--- src/rtl/tdc_seq_pkg.sv ---
// Shared types and constants for the TDC byte sequencer.
// TDC_SEQ_XOR_EN adds the checksum state to the state enum.
package tdc_seq_pkg;

  localparam logic [3:0] HDR_TAG = 4'hA;

  typedef enum logic [1:0] {
    S_IDLE = 2'd0,
    S_HDR  = 2'd1,
    S_DATA = 2'd2
`ifdef TDC_SEQ_XOR_EN
    , S_XOR = 2'd3
`endif
  } tdc_seq_state_t;

  // Bytes per frame: header, data bytes, optional checksum.
  function automatic int frame_bytes(input int word_w, input bit xor_en);
    return 1 + word_w / 8 + (xor_en ? 1 : 0);
  endfunction

endpackage

--- src/rtl/tdc_byte_sequencer_if.sv ---
// Word-in / byte-out bundle between the event source, sequencer and latch stage.
interface tdc_byte_sequencer_if #(
  parameter int WORD_W = 32
);
  logic [WORD_W-1:0] word_in;
  logic              word_valid;
  logic              word_ready;
  logic [7:0]        byte_out;
  logic              byte_en;
  logic              byte_last;
  logic              busy;

  modport master (
    output word_in, word_valid,
    input  word_ready, byte_out, byte_en, byte_last, busy
  );

  modport slave (
    input  word_in, word_valid,
    output word_ready, byte_out, byte_en, byte_last, busy
  );
endinterface

--- src/rtl/tdc_pace_ctr.sv ---
// Loadable down-counter; tick is high whenever the count has run out.
module tdc_pace_ctr #(
  parameter int PACE = 2
) (
  input  logic clk,
  input  logic rst_n,
  input  logic clear,
  input  logic load,
  output logic tick
);
  localparam int PW = $clog2(PACE + 1);

  logic [PW-1:0] cnt_reg;

  always_ff @(posedge clk or negedge rst_n) begin
    if (!rst_n) begin
      cnt_reg <= '0;
    end else if (clear) begin
      cnt_reg <= '0;
    end else if (load) begin
      cnt_reg <= PW'(PACE - 1);
    end else if (cnt_reg != '0) begin
      cnt_reg <= cnt_reg - PW'(1);
    end
  end

  assign tick = (cnt_reg == '0);

endmodule

--- src/rtl/tdc_byte_sequencer.sv ---
// Serialises one TDC event word into a paced header/data[/checksum] byte frame.
// Define TDC_SEQ_XOR_EN to append the XOR checksum byte.
module tdc_byte_sequencer
  import tdc_seq_pkg::*;
#(
  parameter int WORD_W = 32,
  parameter int PACE   = 2
) (
  input logic                 clk,
  input logic                 rst_n,
  tdc_byte_sequencer_if.slave bus
);
  localparam int NB = WORD_W / 8;
  localparam int CW = (NB > 1) ? $clog2(NB) : 1;
  localparam logic [CW-1:0] LAST_IDX = CW'(NB - 1);

  tdc_seq_state_t    state_reg;
  logic [WORD_W-1:0] shift_reg;
  logic [3:0]        evt_cnt_reg;
  logic [3:0]        evt_snap_reg;
  logic [CW-1:0]     byte_cnt_reg;
  logic              ready_reg;
  logic [7:0]        byte_reg;
  logic              en_reg;
  logic              last_reg;
  logic              busy_reg;
  logic              tick;
  logic              strobe;
  logic [7:0]        hdr_byte;
  logic [7:0]        top_byte;
`ifdef TDC_SEQ_XOR_EN
  logic [7:0]        acc_reg;
`endif

  assign hdr_byte = {HDR_TAG, evt_snap_reg};
  assign top_byte = shift_reg[WORD_W-1 -: 8];
  // Every byte emitted outside IDLE coincides with a pace tick and reloads it.
  assign strobe   = (state_reg != S_IDLE) && tick;

  tdc_pace_ctr #(.PACE(PACE)) u_pace (
    .clk   (clk),
    .rst_n (rst_n),
    .clear (state_reg == S_IDLE),
    .load  (strobe),
    .tick  (tick)
  );

  always_ff @(posedge clk or negedge rst_n) begin
    if (!rst_n) begin
      state_reg    <= S_IDLE;
      shift_reg    <= '0;
      evt_cnt_reg  <= '0;
      evt_snap_reg <= '0;
      byte_cnt_reg <= '0;
      ready_reg    <= 1'b0;
      byte_reg     <= 8'h00;
      en_reg       <= 1'b0;
      last_reg     <= 1'b0;
      busy_reg     <= 1'b0;
`ifdef TDC_SEQ_XOR_EN
      acc_reg      <= 8'h00;
`endif
    end else begin
      en_reg   <= 1'b0;
      last_reg <= 1'b0;
      case (state_reg)
        S_IDLE: begin
          busy_reg <= 1'b0;
          if (bus.word_valid && ready_reg) begin
            shift_reg    <= bus.word_in;
            evt_snap_reg <= evt_cnt_reg;
            evt_cnt_reg  <= evt_cnt_reg + 4'd1;
            ready_reg    <= 1'b0;
            busy_reg     <= 1'b1;
            state_reg    <= S_HDR;
          end else begin
            ready_reg <= 1'b1;
          end
        end
        S_HDR: begin
          if (tick) begin
            byte_reg     <= hdr_byte;
            en_reg       <= 1'b1;
            byte_cnt_reg <= LAST_IDX;
`ifdef TDC_SEQ_XOR_EN
            acc_reg      <= hdr_byte;
`endif
            state_reg    <= S_DATA;
          end
        end
        S_DATA: begin
          if (tick) begin
            byte_reg  <= top_byte;
            en_reg    <= 1'b1;
            shift_reg <= shift_reg << 8;
`ifdef TDC_SEQ_XOR_EN
            acc_reg   <= acc_reg ^ top_byte;
`endif
            if (byte_cnt_reg == '0) begin
`ifdef TDC_SEQ_XOR_EN
              state_reg <= S_XOR;
`else
              last_reg  <= 1'b1;
              state_reg <= S_IDLE;
`endif
            end else begin
              byte_cnt_reg <= byte_cnt_reg - CW'(1);
            end
          end
        end
`ifdef TDC_SEQ_XOR_EN
        S_XOR: begin
          if (tick) begin
            byte_reg  <= acc_reg;
            en_reg    <= 1'b1;
            last_reg  <= 1'b1;
            state_reg <= S_IDLE;
          end
        end
`endif
        default: state_reg <= S_IDLE;
      endcase
    end
  end

  assign bus.word_ready = ready_reg;
  assign bus.byte_out   = byte_reg;
  assign bus.byte_en    = en_reg;
  assign bus.byte_last  = last_reg;
  assign bus.busy       = busy_reg;

endmodule

--- src/flat_wrapper.sv ---
// flat-port wrapper written by rule: the top's interface ports become plain ports
module tdc_byte_sequencer_flat import tdc_seq_pkg::*;
#(
  parameter int WORD_W = 32,
  parameter int PACE   = 2
)
  (clk, rst_n, bus_word_in, bus_word_valid, bus_word_ready, bus_byte_out, bus_byte_en, bus_byte_last, bus_busy);
  tdc_byte_sequencer_if #(.WORD_W(WORD_W)) bus_i ();
  input logic clk;
  input logic rst_n;
  input wire logic [$bits(bus_i.word_in)-1:0] bus_word_in;
  input wire logic [$bits(bus_i.word_valid)-1:0] bus_word_valid;
  output wire logic [$bits(bus_i.word_ready)-1:0] bus_word_ready;
  output wire logic [$bits(bus_i.byte_out)-1:0] bus_byte_out;
  output wire logic [$bits(bus_i.byte_en)-1:0] bus_byte_en;
  output wire logic [$bits(bus_i.byte_last)-1:0] bus_byte_last;
  output wire logic [$bits(bus_i.busy)-1:0] bus_busy;
  assign bus_i.word_in = bus_word_in;
  assign bus_i.word_valid = bus_word_valid;
  assign bus_word_ready = bus_i.word_ready;
  assign bus_byte_out = bus_i.byte_out;
  assign bus_byte_en = bus_i.byte_en;
  assign bus_byte_last = bus_i.byte_last;
  assign bus_busy = bus_i.busy;
  tdc_byte_sequencer #(.WORD_W(WORD_W), .PACE(PACE)) u_core (.clk(clk), .rst_n(rst_n), .bus(bus_i));
endmodule
--- config.mk ---
export PLATFORM = sky130hd
export DESIGN_NAME = tdc_byte_sequencer_flat
export DESIGN_NICKNAME = d
export VERILOG_FILES = /design/src/rtl/tdc_seq_pkg.sv /design/src/rtl/tdc_byte_sequencer_if.sv /design/src/rtl/tdc_pace_ctr.sv /design/src/rtl/tdc_byte_sequencer.sv /design/src/flat_wrapper.sv
export SDC_FILE = /design/constraint.sdc
export NUM_CORES = 1
export LEC_CHECK = 0
export CAP_MARGIN = 20
export CORE_MARGIN = 2
export CORE_UTILIZATION = 52
export DETAILED_ROUTE_END_ITERATION = 8
export HOLD_SLACK_MARGIN = 0.08
export PLACE_DENSITY = 0.88
export REMOVE_ABC_BUFFERS = 1
export SYNTH_ARGS = -nofsm -noshare
export SYNTH_HDL_FRONTEND = slang
export SYNTH_SLANG_ARGS = --single-unit
--- constraint.sdc ---
create_clock -name clk -period 2 [get_ports clk]
set_input_delay 0.4 -clock clk [delete_from_list [all_inputs] [get_ports clk]]
set_output_delay 0.4 -clock clk [all_outputs]
set_load 0.005 [all_outputs]
==> results of run 1 <==
## final cells by class
type                            count  area (µm²)
Tap cell                           70        87.6
Clock buffer                       13         159
Multi-Input combinational cell    125        1210
Inverter                            4        15.0
Timing Repair Buffer               55         576
Fill cell                         379        1580
Sequential cell                    58        1450
## per-stage QoR
step,cells,area (µm²)
floorplan,187,2670
global placement,311,3330
detailed placement,311,3330
CTS,325,3500
global route,325,3500
finish,325,3500
## worst register-to-register path, delay by kind of cell (launching register included)
| kind | cells | cell delay (ps) |
|---|---|---|
| adder cells (fa/ha/maj) | 1 | 280 |
| multiplexers | 1 | 360 |
| AO/OA/AOI/OAI | 2 | 350 |
| flip-flops | 1 | 400 |
| buffers and inverters | 2 | 340 |
## kinds of logic (layout without fill, tap and decap cells)
group           count (synthesis)  count (layout)  synth area share
xor+xnor                        3               3           0.00963
buf+inv                        13              72            0.0275
simple gates                   28              28            0.0550
mux                            72              72             0.297
compound gates                 14              14            0.0422
flops                          58              58             0.532
fa+ha+maj                       8               8            0.0367
## metal layers
layer	vias up	share of wire	global-route usage	routed length [µm]
met5	-	0	0	0
met4	0	0.024	0.105	114
met3	11	0.043	0.0438	207
met2	41	0.50	0.299	2420
met1	875	0.43	0.216	2090
li1	804	-	-	-
## cell usage in the layout (no fill, tap or decap), drive strengths merged, types with 4 or more instances in the layout
master	instances
nor2b	10
clkdlybuf4s50	45
ha	8
buf	9
nor2	5
dfrtp	58
nand2	4
inv	4
o21ai	4
and3	4
mux2	72
clkbuf	13
## how the worst max path moves through the flow
stage,startpoint,end,slack (ps),cells after the start
after floorplan,u_core.state_reg[0]$_DFFE_PN0P_,u_core.state_reg[0]$_DFFE_PN0P_,-290,5
after global placement,bus_word_valid,u_core.shift_reg[14]$_DFFE_PN0P_,130,5
after detailed placement,bus_word_valid,u_core.shift_reg[0]$_DFFE_PN0P_,80,5
after CTS,u_core.state_reg[0]$_DFFE_PN0P_,u_core.shift_reg[0]$_DFFE_PN0P_,160,6
after global routing,u_core.state_reg[0]$_DFFE_PN0P_,u_core.bus.byte_out[0]$_DFFE_PN0P_,90,5
final,u_core.state_reg[0]$_DFFE_PN0P_,u_core.shift_reg[0]$_DFFE_PN0P_,170,6
## power groups by stage
stage / clock network (W) / registers (W) / logic (W)
floorplan: 0 / 0.00200 / 0.00174
global placement: 0 / 0.00206 / 0.00249
detailed placement: 0 / 0.00209 / 0.00258
CTS: 0.000922 / 0.00207 / 0.00259
global route: 0.000974 / 0.00215 / 0.00277
finish: 0.000903 / 0.00207 / 0.00254
==> impl_metrics.xml, run 1 <==
<?xml version="1.0" encoding="UTF-8"?>
<metrics>
  <group name="drt">
    <metric name="route.antenna.remaining_nets" unit="">0</metric>
    <metric name="detail_route.drc_violations" unit="">0</metric>
    <metric name="drtIter0Drc" unit="">94</metric>
    <metric name="finalWirelength" unit="µm">4840</metric>
    <metric name="route.detailed.vias_per_inst" unit="">5.33</metric>
    <metric name="routed_length_per_instance" unit="µm">14.9</metric>
    <metric name="drt_first_pass_iters" unit="">4</metric>
    <metric name="overall_via_count_from_detail_route" unit="">1731</metric>
  </group>
  <group name="clock_tree">
    <metric name="clk_sink_count" unit="">58</metric>
    <metric name="cts_made_buffers" unit="">9</metric>
    <metric name="htreeDepth" unit="">3</metric>
    <metric name="ctsRootBufferMaster" unit="">sky130_fd_sc_hd__clkbuf_8</metric>
    <metric name="cts.clk_slew.worst_paths" unit="ps">60</metric>
    <metric name="post-cts-setup-buffers" unit="">0</metric>
    <metric name="clock_latency_of_the_later_clocked_register_in_the_worst_skew_pair" unit="ps">330</metric>
    <metric name="clockBufferDepth" unit="">2</metric>
    <metric name="clock_tree_from_tritoncts" unit="">done</metric>
    <metric name="cts_hold_repair.buffers" unit="">1</metric>
    <metric name="ctsResizeCount" unit="">0</metric>
  </group>
  <group name="cells_and_area">
    <metric name="antenna_cells" unit="">0</metric>
    <metric name="synthToLayoutAreaGrowth" unit="%">28.2</metric>
    <metric name="nNetsFinal" unit="">296</metric>
    <metric name="finish.utilization" unit="">0.690</metric>
    <metric name="post_route_cells_drive_above_1_share" unit="">0.357</metric>
    <metric name="largest_register_ff_count" unit="">32</metric>
  </group>
  <group name="pwr">
    <metric name="switching_power" unit="W">0.00168</metric>
    <metric name="clkPwrFrac" unit="">0.164</metric>
    <metric name="power_leakage" unit="nW">1.50</metric>
    <metric name="power_per_cell_area" unit="nW/µm²">1580</metric>
    <metric name="p_total" unit="W">0.00552</metric>
    <metric name="power_frac_seq" unit="">0.375</metric>
    <metric name="sw_frac_of_total" unit="">0.305</metric>
    <metric name="power_report.internal_total" unit="W">0.00384</metric>
    <metric name="ir_drop" unit="mV">0.921</metric>
    <metric name="combinationalPowerShare" unit="">0.461</metric>
  </group>
  <group name="worst_setup_path">
    <metric name="capture_instance_of_the_worst_register_to_register_path" unit="">u_core.shift_reg[0]$_DFFE_PN0P_</metric>
    <metric name="critical-path-max-stage-delay" unit="ps">400</metric>
    <metric name="crit_start_category" unit="">flop</metric>
    <metric name="buffers_and_inverters_on_the_worst_path" unit="">2</metric>
    <metric name="cp-end-kind" unit="">flop</metric>
    <metric name="r2r_slack" unit="ps">170</metric>
    <metric name="crit_arrival" unit="ps">2050</metric>
    <metric name="crit_slowest_cell" unit="">sky130_fd_sc_hd__dfrtp_1</metric>
    <metric name="path_class" unit="">reg2reg</metric>
    <metric name="critPathTopFamily" unit="">flip-flops</metric>
    <metric name="worstPathMaxFanout" unit="">18</metric>
    <metric name="rr_startpoint" unit="">u_core.state_reg[0]$_DFFE_PN0P_</metric>
    <metric name="timing.critical_path.cells" unit="">inv_1, ha_1, o21ai_0, o211ai_4, buf_12, mux2_2</metric>
    <metric name="worst-endpoint-required" unit="ps">2210</metric>
    <metric name="timing.reg2reg.worst_path_depth" unit="">6</metric>
  </group>
  <group name="floorplanning">
    <metric name="dieHeight" unit="µm">76.4</metric>
    <metric name="io_pins" unit="">47</metric>
    <metric name="initial_utilization" unit="">0.538</metric>
    <metric name="die-width" unit="µm">76.4</metric>
    <metric name="area_of_the_core" unit="µm²">5070</metric>
    <metric name="fp.dieArea" unit="µm²">5840</metric>
    <metric name="num_rows" unit="">26</metric>
  </group>
  <group name="logic_synthesis">
    <metric name="netlist.area_leader.share" unit="">0.532</metric>
    <metric name="synth_flop_cell" unit="">sky130_fd_sc_hd__dfrtp_1</metric>
    <metric name="yosysWarnings" unit="">0</metric>
    <metric name="yosysMostFrequentCell" unit="">sky130_fd_sc_hd__mux2_2</metric>
    <metric name="post_synth_main_area_contributors" unit="">sky130_fd_sc_hd__dfrtp_1, sky130_fd_sc_hd__mux2_2, sky130_fd_sc_hd__ha_1, sky130_fd_sc_hd__nor2b_1, sky130_fd_sc_hd__buf_6</metric>
    <metric name="synth-seq-area-share" unit="">0.532</metric>
    <metric name="synth_common_cells" unit="">sky130_fd_sc_hd__mux2_2, sky130_fd_sc_hd__dfrtp_1, sky130_fd_sc_hd__nor2b_1</metric>
    <metric name="yosys.cell_types.count" unit="">25</metric>
    <metric name="synth-async-reset-ratio" unit="">1.00</metric>
    <metric name="syn-instance-count" unit="">196</metric>
    <metric name="netlist_area" unit="µm²">2730</metric>
    <metric name="synth_largest_area_cell" unit="">sky130_fd_sc_hd__dfrtp_1</metric>
    <metric name="post_synth.cell_area_avg" unit="µm²">13.9</metric>
    <metric name="number_of_flip_flops_and_latches_in_the_synthesized_netlist" unit="">58</metric>
    <metric name="synth-edff-count" unit="">0</metric>
  </group>
  <group name="sta">
    <metric name="timing_hold_violations_final" unit="">0</metric>
    <metric name="setup-violations-final" unit="">0</metric>
    <metric name="hold-worst-slack" unit="ps">482</metric>
    <metric name="timing_worst_slew_pin_value" unit="ps">517</metric>
    <metric name="fin_tns_setup" unit="ps">0</metric>
    <metric name="max_freq" unit="MHz">545</metric>
    <metric name="grt_setup_unrepaired" unit="">no</metric>
    <metric name="finalMaxSlewViolations" unit="">0</metric>
    <metric name="fin_worst_skew" unit="ps">4.26</metric>
    <metric name="worst_slew_margin_rel" unit="">0.655</metric>
    <metric name="finalCriticalPeriod" unit="ps">1830</metric>
    <metric name="final_min_period_over_clock_period" unit="">0.917</metric>
    <metric name="layout_setup_ws" unit="ps">165</metric>
  </group>
  <group name="global_route">
    <metric name="grt_antenna_before_repair" unit="">0</metric>
    <metric name="globalRouteOverflowTotal" unit="">0</metric>
    <metric name="grt_pass1_vias" unit="">1871</metric>
    <metric name="largest_net_degree_at_the_start_of_global_routing" unit="">39</metric>
    <metric name="grt_use_total" unit="">0.181</metric>
    <metric name="first_pass_grt_wire_length" unit="µm">8330</metric>
  </group>
  <group name="status">
    <metric name="run_status" unit="">completed</metric>
  </group>
  <group name="placement">
    <metric name="place.gp.congestion" unit="">0.793</metric>
    <metric name="numPortBuffers" unit="">46</metric>
    <metric name="placed_wire_length_estimate_after_detailed_placement" unit="µm">3470</metric>
    <metric name="detailedPlace.worstSlack" unit="ps">82.9</metric>
  </group>
  <group name="worst_hold_path">
    <metric name="worstHoldEndpoint" unit="">u_core.bus.busy$_DFFE_PN0N_</metric>
    <metric name="worstHoldPathType" unit="">reg2reg</metric>
    <metric name="timing.hold.worst.start" unit="">u_core.bus.busy$_DFFE_PN0N_</metric>
    <metric name="whs_path_depth" unit="">1</metric>
  </group>
  <group name="flow_run">
    <metric name="max-cap-violations" unit="">0</metric>
  </group>
</metrics>
Power figures use the tool's default switching activity.
==> inputs of run 2 (changes only) <==
MAX_ROUTING_LAYER = met4   (was unset)
==> run 2 against run 1 <==
Worst hold slack gained 0.64 ps. Worst setup slack improved by 5.3 ps. Fmax is 0.29% higher. Flip-flop and latch count did not move. Routed wire length is 0.21% lower. Critical path type unchanged. First-iteration DRC count shrank 3.2%. Critical endpoint unchanged. Die area unchanged. Highest routed layer unchanged.
==> impl_metrics.xml, run 2 (synthesis results as in run 1) <==
<?xml version="1.0" encoding="UTF-8"?>
<metrics>
  <group name="status">
    <metric name="run_status" unit="">completed</metric>
  </group>
  <group name="cells_and_area">
    <metric name="synthToLayoutAreaGrowth" unit="%">28.2</metric>
    <metric name="antenna_cells" unit="">0</metric>
    <metric name="final_cell_mix" unit="">sky130_fd_sc_hd__mux2_2, sky130_fd_sc_hd__dfrtp_1, sky130_fd_sc_hd__clkdlybuf4s50_1</metric>
    <metric name="layout_commonest_cell" unit="">sky130_fd_sc_hd__mux2_2</metric>
    <metric name="n_fill_cell" unit="">379</metric>
    <metric name="nNetsFinal" unit="">296</metric>
    <metric name="post_route_cells_drive_above_1_share" unit="">0.357</metric>
    <metric name="layoutNonFillerInstCount" unit="">325</metric>
    <metric name="largest_register_ff_count" unit="">32</metric>
    <metric name="finish.utilization" unit="">0.690</metric>
  </group>
  <group name="clock_tree">
    <metric name="htreeDepth" unit="">3</metric>
    <metric name="clockBufferDepth" unit="">2</metric>
    <metric name="clock_tree_from_tritoncts" unit="">done</metric>
    <metric name="ctsRootBufferMaster" unit="">sky130_fd_sc_hd__clkbuf_8</metric>
    <metric name="clock_latency_of_the_later_clocked_register_in_the_worst_skew_pair" unit="ps">330</metric>
    <metric name="clk_sink_count" unit="">58</metric>
    <metric name="ctsResizeCount" unit="">0</metric>
    <metric name="cts_made_buffers" unit="">9</metric>
    <metric name="post-cts-setup-buffers" unit="">0</metric>
    <metric name="cts.clk_slew.worst_paths" unit="ps">60</metric>
  </group>
  <group name="sta">
    <metric name="setup-violations-final" unit="">0</metric>
    <metric name="hold-worst-slack" unit="ps">483</metric>
    <metric name="max_freq" unit="MHz">547</metric>
    <metric name="fin_worst_skew" unit="ps">3.80</metric>
    <metric name="fin_tns_setup" unit="ps">0</metric>
    <metric name="grt_setup_unrepaired" unit="">no</metric>
    <metric name="timing_hold_violations_final" unit="">0</metric>
    <metric name="final_min_period_over_clock_period" unit="">0.915</metric>
    <metric name="timing_worst_slew_pin_value" unit="ps">514</metric>
    <metric name="worst_slew_margin_rel" unit="">0.657</metric>
    <metric name="finalCriticalPeriod" unit="ps">1830</metric>
    <metric name="finalMaxSlewViolations" unit="">0</metric>
  </group>
  <group name="worst_setup_path">
    <metric name="crit_start" unit="">u_core.state_reg[0]$_DFFE_PN0P_</metric>
    <metric name="crit_arrival" unit="ps">2050</metric>
    <metric name="critPathTopFamily" unit="">flip-flops</metric>
    <metric name="crit_slowest_cell" unit="">sky130_fd_sc_hd__dfrtp_1</metric>
    <metric name="worst-endpoint-required" unit="ps">2220</metric>
    <metric name="critical-path-max-stage-delay" unit="ps">410</metric>
    <metric name="capture_instance_of_the_worst_register_to_register_path" unit="">u_core.shift_reg[0]$_DFFE_PN0P_</metric>
    <metric name="cp-end-kind" unit="">flop</metric>
    <metric name="timing.critical_path.cells" unit="">inv_1, ha_1, o21ai_0, o211ai_4, buf_12, mux2_2</metric>
    <metric name="path_class" unit="">reg2reg</metric>
    <metric name="r2r_slack" unit="ps">170</metric>
    <metric name="rr_startpoint" unit="">u_core.state_reg[0]$_DFFE_PN0P_</metric>
    <metric name="worstSetupEndpoint" unit="">u_core.shift_reg[0]$_DFFE_PN0P_</metric>
    <metric name="buffers_and_inverters_on_the_worst_path" unit="">2</metric>
    <metric name="timing.reg2reg.worst_path_depth" unit="">6</metric>
    <metric name="crit_start_category" unit="">flop</metric>
    <metric name="worstPathMaxFanout" unit="">18</metric>
    <metric name="critical_path_depth" unit="">6</metric>
  </group>
  <group name="drt">
    <metric name="detail_route.drc_violations" unit="">0</metric>
    <metric name="drtIter0Drc" unit="">91</metric>
    <metric name="overall_via_count_from_detail_route" unit="">1732</metric>
    <metric name="route.detailed.vias_per_inst" unit="">5.33</metric>
    <metric name="drt_first_pass_iters" unit="">4</metric>
    <metric name="finalWirelength" unit="µm">4830</metric>
    <metric name="route.antenna.remaining_nets" unit="">0</metric>
    <metric name="routed_length_per_instance" unit="µm">14.8</metric>
  </group>
  <group name="pwr">
    <metric name="combinationalPowerShare" unit="">0.460</metric>
    <metric name="sw_frac_of_total" unit="">0.305</metric>
    <metric name="power_report.internal_total" unit="W">0.00384</metric>
    <metric name="power_frac_seq" unit="">0.375</metric>
    <metric name="ir_drop" unit="mV">0.925</metric>
    <metric name="power_per_cell_area" unit="nW/µm²">1580</metric>
    <metric name="power_leakage" unit="nW">1.50</metric>
    <metric name="switching_power" unit="W">0.00168</metric>
    <metric name="clkPwrFrac" unit="">0.165</metric>
  </group>
  <group name="worst_hold_path">
    <metric name="worstHoldPathType" unit="">reg2reg</metric>
  </group>
  <group name="global_route">
    <metric name="grt_antenna_before_repair" unit="">0</metric>
    <metric name="largest_net_degree_at_the_start_of_global_routing" unit="">39</metric>
    <metric name="grt_use_total" unit="">0.186</metric>
    <metric name="grt_pass1_vias" unit="">1875</metric>
    <metric name="first_pass_grt_wire_length" unit="µm">8310</metric>
    <metric name="globalRouteOverflowTotal" unit="">0</metric>
  </group>
  <group name="placement">
    <metric name="placed_cells" unit="">311</metric>
    <metric name="placed_wire_length_estimate_after_detailed_placement" unit="µm">3470</metric>
    <metric name="place.gp.congestion" unit="">0.804</metric>
    <metric name="numPortBuffers" unit="">46</metric>
  </group>
  <group name="floorplanning">
    <metric name="fp.dieArea" unit="µm²">5840</metric>
    <metric name="die-width" unit="µm">76.4</metric>
    <metric name="dieHeight" unit="µm">76.4</metric>
    <metric name="initial_utilization" unit="">0.538</metric>
    <metric name="num_rows" unit="">26</metric>
    <metric name="io_pins" unit="">47</metric>
    <metric name="area_of_the_core" unit="µm²">5070</metric>
  </group>
  <group name="flow_run">
    <metric name="max-cap-violations" unit="">0</metric>
  </group>
</metrics>
==> run 2: cell counts in the layout (fill, tap and decap cells not counted) <==
Identical to the previous run, type by type.
==> run 2: routing by layer <==
layer  global-route usage  vias up  wire length (µm)
met3               0.0415       14               209
met4                0.105        0               125
met2                0.299       42              2420
met5                    -        -                 0
met1                0.218      872              2070
li1                     -      804                 -
==> run 2: worst min-delay path by stage <==
stage | start | to | depth (start not counted)
floorplan | rst_n | u_core.bus.busy$_DFFE_PN0N_ | 0
global placement | rst_n | u_core.shift_reg[1]$_DFFE_PN0P_ | 1
detailed placement | rst_n | u_core.shift_reg[1]$_DFFE_PN0P_ | 1
CTS | u_core.bus.busy$_DFFE_PN0N_ | u_core.bus.busy$_DFFE_PN0N_ | 1
global route | u_core.bus.busy$_DFFE_PN0N_ | u_core.bus.busy$_DFFE_PN0N_ | 1
finish | u_core.bus.busy$_DFFE_PN0N_ | u_core.bus.busy$_DFFE_PN0N_ | 1
==> run 2: layout make-up <==
class,instances,area (µm²),area share
flip-flops and latches,58,1450,0.415
clock buffers,13,159,0.0454
multi-input cells,125,1210,0.346
well taps,70,87.6,0.0250
inverters,4,15.0,0.00429
repair buffers,55,576,0.164
==> run 2: worst reg2reg max path: stages, from the launching register on <==
cell and delay [ps]:
sky130_fd_sc_hd__dfrtp_1 410, sky130_fd_sc_hd__inv_1 140, sky130_fd_sc_hd__ha_1 280, sky130_fd_sc_hd__o21ai_0 190
sky130_fd_sc_hd__o211ai_4 150, sky130_fd_sc_hd__buf_12 200, sky130_fd_sc_hd__mux2_2 350
==> run 2: power groups by stage <==
| stage | clock [W] | sequential, W | combinational [W] |
|---|---|---|---|
| floorplan | 0 | 0.00200 | 0.00174 |
| global placement | 0 | 0.00206 | 0.00249 |
| detailed placement | 0 | 0.00209 | 0.00258 |
| CTS | 0.000922 | 0.00207 | 0.00259 |
| global route | 0.000974 | 0.00215 | 0.00277 |
| finish | 0.000908 | 0.00207 | 0.00254 |
==> run 2: metrics by stage <==
stage / worst slack (ps) / power (W) / instance area, µm²
6_report: 171 / 0.00552 / 3500
5_1_grt: 91.3 / 0.00589 / 3500
4_1_cts: 162 / 0.00558 / 3500
3_5_place_dp: 82.9 / 0.00467 / 3330
3_3_place_gp: 129 / 0.00454 / 3330
2_1_floorplan: -287 / 0.00374 / 2670
==> run 2: what timing repair did <==
item / 4_1_cts / 5_1_grt
hold endpoints to repair: 20 / 0
hold buffers: 1 / 0
endpoints found under the setup margin: 0 / 0
==> inputs of run 3 (changes only) <==
TNS_END_PERCENT = 20   (was unset)
==> results of run 3 <==
No change in the layout: final DEF, timing and power equal those of run 2.
